## config.mk

```make
export PLATFORM = sky130hd
export DESIGN_NAME = id_ex_stage
export DESIGN_NICKNAME = d
export VERILOG_FILES = /design/src/rtl/id_ex_stage.sv
export SDC_FILE = /design/constraint.sdc
export NUM_CORES = 1
export LEC_CHECK = 0
export BUFFER_PORTS_ARGS = -buffer_cell sky130_fd_sc_hd__clkbuf_2
export CORE_AREA = 4 4 154 156
export DETAILED_ROUTE_END_ITERATION = 7
export DIE_AREA = 0 0 158 160
export GPL_ROUTABILITY_DRIVEN = 0
export GPL_TIMING_DRIVEN = 0
export PLACE_DENSITY = 0.63
export SYNTH_ARGS = -nofsm -noshare
export SYNTH_HDL_FRONTEND = slang
export SYNTH_SLANG_ARGS = --single-unit
```

## constraint.sdc

```tcl
create_clock -name CLK -period 2.76 [get_ports CLK]
set_clock_uncertainty 0.2 [all_clocks]
set_input_delay 0 -clock CLK [delete_from_list [all_inputs] [get_ports CLK]]
set_output_delay 0 -clock CLK [all_outputs]
set_load 0.02 [all_outputs]
```

## src/rtl/id_ex_stage.sv

```systemverilog
// ID/EX pipeline stage: register-file read index, EX/MEM operand forwarding,
// load-use hazard detection with a one-cycle stall, and the ID/EX register.
module id_ex_stage #(
  parameter int CTRL_W = 8,
  parameter int CNT_W  = 16
) (
  input  logic              CLK,
  input  logic              RST,
  input  logic              id_valid,
  input  logic [4:0]        id_rs,
  input  logic [4:0]        id_rt,
  input  logic              id_uses_rs,
  input  logic              id_uses_rt,
  input  logic [4:0]        id_dst,
  input  logic              id_is_load,
  input  logic              id_use_imm,
  input  logic [31:0]       id_imm,
  input  logic [31:0]       id_pc,
  input  logic [CTRL_W-1:0] id_ctrl,
  input  logic              flush,
  output logic [9:0]        rs_rt,
  input  logic [31:0]       val_rs,
  input  logic [31:0]       val_rt,
  input  logic [31:0]       ex_alu_result,
  input  logic [4:0]        mem_rd,
  input  logic [31:0]       mem_result,
  output logic              stall_out,
  output logic              ex_valid,
  output logic [31:0]       ex_op_a,
  output logic [31:0]       ex_op_b,
  output logic [31:0]       ex_store_data,
  output logic [4:0]        ex_dst,
  output logic              ex_is_load,
  output logic [31:0]       ex_pc,
  output logic [CTRL_W-1:0] ex_ctrl,
  output logic [CNT_W-1:0]  stall_count
);

  logic [4:0]  ex_dst_eff;
  logic        ex_hit_a;
  logic        ex_hit_b;
  logic        mem_hit_a;
  logic        mem_hit_b;
  logic [31:0] fwd_a;
  logic [31:0] fwd_b;
  logic        hz;
  logic        bubble;

  assign rs_rt = {id_rs, id_rt};

  // A bubble in EX has no destination, so it can never be a forwarding source.
  assign ex_dst_eff = ex_valid ? ex_dst : 5'd0;

  // Load data is not ready in EX; a matching load is handled by the stall instead.
  assign ex_hit_a  = (ex_dst_eff != 5'd0) && (id_rs == ex_dst_eff) && !ex_is_load;
  assign ex_hit_b  = (ex_dst_eff != 5'd0) && (id_rt == ex_dst_eff) && !ex_is_load;
  assign mem_hit_a = (mem_rd != 5'd0) && (id_rs == mem_rd);
  assign mem_hit_b = (mem_rd != 5'd0) && (id_rt == mem_rd);

  always_comb begin
    fwd_a = val_rs;
    if (ex_hit_a)
      fwd_a = ex_alu_result;
    else if (mem_hit_a)
      fwd_a = mem_result;
  end

  always_comb begin
    fwd_b = val_rt;
    if (ex_hit_b)
      fwd_b = ex_alu_result;
    else if (mem_hit_b)
      fwd_b = mem_result;
  end

  assign hz = id_valid && ex_valid && ex_is_load && (ex_dst != 5'd0) &&
              ((id_uses_rs && (id_rs == ex_dst)) || (id_uses_rt && (id_rt == ex_dst)));

  // A redirect kills the dependent instruction, so there is nothing to hold.
  assign stall_out = hz && !flush;
  assign bubble    = flush || !id_valid || hz;

  always_ff @(posedge CLK) begin
    if (RST) begin
      ex_valid      <= 1'b0;
      ex_op_a       <= '0;
      ex_op_b       <= '0;
      ex_store_data <= '0;
      ex_dst        <= '0;
      ex_is_load    <= 1'b0;
      ex_pc         <= '0;
      ex_ctrl       <= '0;
    end else if (bubble) begin
      ex_valid   <= 1'b0;
      ex_dst     <= '0;
      ex_is_load <= 1'b0;
      ex_ctrl    <= '0;
    end else begin
      ex_valid      <= 1'b1;
      ex_op_a       <= fwd_a;
      ex_op_b       <= id_use_imm ? id_imm : fwd_b;
      ex_store_data <= fwd_b;
      ex_dst        <= id_dst;
      ex_is_load    <= id_is_load;
      ex_pc         <= id_pc;
      ex_ctrl       <= id_ctrl;
    end
  end

  always_ff @(posedge CLK) begin
    if (RST)
      stall_count <= '0;
    else if (stall_out && (stall_count != {CNT_W{1'b1}}))
      stall_count <= stall_count + CNT_W'(1);
  end

endmodule

```

==> results.toml <==
[outcome]
status = "finished, final reports clean"

[power_and_ir_drop]
p_leak_uw = 0.00593
combinationalPowerShare = 0.208
p_clk_frac = 0.392
seqPwrFrac = 0.400
power_density_nw_per_um2 = 471
ir_drop_uv = 360
intPower_uw = 4200
switching_share = 0.316
switchingPower_uw = 1950

[grt]
grt_max_degree = 19
grt_usage = 0.286
antenna_found_initial = 0
grt_pass1_wl_microns = 56100
grt_pass1_vias = 10100
grt-ovfl-total = 0

[die]
die_y_microns = 160
fp.dieArea_sq_um = 25300
start_util = 0.351
num_rows = 55
die_x_microns = 158
ios = 398
core_sq_um = 22400

[routing]
final_antenna_net_count = 0
drt_iter0_markers = 689
avgRoutedWirePerCell_microns = 19.8
num_vias = 9643
wl_microns = 37300
viasPerCell = 5.12
first_pass_iters = 5
route.detailed.drc = 0

[clock_tree]
clk_path_buf_depth = 2
clk_pin_slew_worst_paths_ps = 70
cts_tree = "built"
clock_latency_ps = 430
cts_made_buffers = 17
cts.sink_count = 159
htree_levels = 4
root_buffer = "clkbuf_16"

[sta]
finalCritPeriodShare = 0.944
worstMarginPinSlew_ps = 1220
max_freq_mhz = 384
maxSlewViolCount = 0
slew_headroom = 0.183
final_hold_viol_count = 0
min_period_ps = 2600
setup_viol = 0
setup_tns_ps = 0

[synthesis]
synth_ff_type = "dfxtp_1"
syn_nets = 1183
synth_seq_cells = 159
synth_top_area_share = 0.405
syn_area_per_cell_sq_um = 8.23
syn_inst = 954
synth_edf_count = 0
synth_common_cells = "nand2_1, dfxtp_1, a21oi_1, mux2i_1, o211ai_1"
synth.largest_area_cell = "dfxtp_1"
synth-seq-area-share = 0.405
yosysWarnings = 0
yosys.cell_count.top_type = "nand2_1"
synthArstFlopShare = 0
synth_cell_types = 39
syn-cell-area_sq_um = 7850
synth.area.top_cells = "dfxtp_1, nand2_1, a21oi_1, mux2i_1, o211ai_1"

[critical_path]
end_kind = "output port"
rr_worst_depth = 9
start_kind = "flip-flop"
reg2reg_from = "ex_dst[1]"
worstPathRequired_ps = 2560
crit_type = "flip-flop to output port"
crit_arrival_ps = 2400
cp_max_fo = 10
cpMaxStageDelayCell = "dfxtp_1"
slowest_delay_ps = 450
regToRegEndpoint = "ex_op_b[11]"
crit_chain = "xnor2_1, nand3_1, nand4b_4, a211oi_4, clkbuf_4, nor2b_1, clkbuf_2"
r2r_setup_slack_ps = 170

[layout]
syn_to_final_growth_pct = 66.2
final_cell_area_sq_um = 13000
diodes = 0
finalNonFillerCells = 1885
final_util = 0.583
final_nets = 1816
drive_gt1_frac = 0.332

[place]
dp_hpwl_microns = 26700
placed_area_sq_um = 10200
port_buffers = 396
dp_cells = 1635

[worst_hold_path]
hold_path_end = "ex_dst[1]"
hold_path_class = "input pin to flip-flop"
hold_start = "id_dst[1]"
hold_path_depth = 3

[run]
cap_violations = 0
## worst max-delay path: cells and delay by family (launching register included)
family                    cells  cell delay [ps]
DFF                           1              450
and+or+nand+nor               3              590
xor gates and xnor gates      1              140
AOI/OAI and AO/OA             1              350
buffers and inverters         2              450
## power groups by stage
stage,logic (uW),clock network (uW),registers [uW]
after floorplan,416,0,2630
after CTS,1260,2450,2460
final,1280,2410,2460
after global routing,1380,2550,2470
after global placement,1000,0,2500
after detailed placement,1010,0,2510
## sequential cells by signal, indices dropped and copies added (netlist names), 5 cells and up
| name | flops |
|---|---|
| ex_dst | 5 |
| ex_op_b | 32 |
| ex_op_a | 32 |
| ex_ctrl | 8 |
| stall_count | 16 |
| ex_pc | 32 |
| ex_store_data | 32 |
## area by class of cell
type                       count  area, sq um
fill                        1949         9320
clock buffer                  17          425
tap                          285          357
clock inverter                15          178
buffer                        86          480
sequential                   159         3190
timing repair buffer         614         4150
inverter                      32          120
multi-input combinational    677         4150
## layer usage
layer  GRT usage  vias up  part of all wire
met3      0.0683      115             0.077
li1            -     4578                 -
met4       0.137        0             0.045
met1       0.327     4452              0.39
met2       0.497      498              0.49
met5           0        -                 0
## per-stage QoR
stage	total power, uW	hold slack [ps]	worst slack [ps]
CTS	6170	80.6	-13.5
floorplan	3050	-122	393
detailed placement	3520	1.16	-249
global route	6390	100	-1.73
finish	6150	98.7	155
global placement	3510	0.378	-249
## cell families after synthesis
| kind of cell | count (synthesis) | share of synthesized area |
|---|---|---|
| and+or+nand+nor | 347 | 0.194 |
| adders and majority gates | 1 | 0.00159 |
| AOI/OAI and AO/OA | 231 | 0.209 |
| buffers and inverters | 118 | 0.0706 |
| DFF | 159 | 0.405 |
| xor gates and xnor gates | 33 | 0.0368 |
| muxes | 65 | 0.0830 |
## worst max-delay path by stage
| stage | from | to | slack [ps] | cells past startpoint |
|---|---|---|---|---|
| final | ex_dst[4] | stall_out | 160 | 7 |
| after global routing | ex_dst[4] | stall_out | -2 | 7 |
| after CTS | ex_dst[4] | stall_out | -10 | 7 |
| after detailed placement | ex_dst[1] | ex_op_b[20] | -250 | 8 |
| after global placement | ex_dst[1] | ex_op_b[21] | -250 | 8 |
| after floorplan | ex_dst[1] | ex_op_b[13] | 390 | 8 |
## layout by cell type, fill, tap and decap left out, drive strengths merged
master and count:
clkbuf 456, dlygate4sd3 214, nand2 199, dfxtp 159, a21oi 129, mux2i 64
o211ai 64, nor2 54, buf 47, inv 36, nor3 35, a221oi 32
xor2 21, and2 17, nand3 13, xnor2 12, nand4 8, clkinv 8
and3 5, nor2b 4, clkinvlp 3, nor4 3, a211oi 2, a211o 2
nand4b 2, or2 2, nor3b 2, o41ai 1, nor4bb 1, o21ai 1
or4 1, or3b 1, mux2 1, ha 1
## timing repair
action,CTS,global route
pin swaps,2,1
resized for setup,11,29
endpoints found under the setup margin,58,129
hold buffers,214,0
setup buffers,2,2
hold endpoints to repair,151,0
No activity file was read; power rests on OpenSTA's default activity.
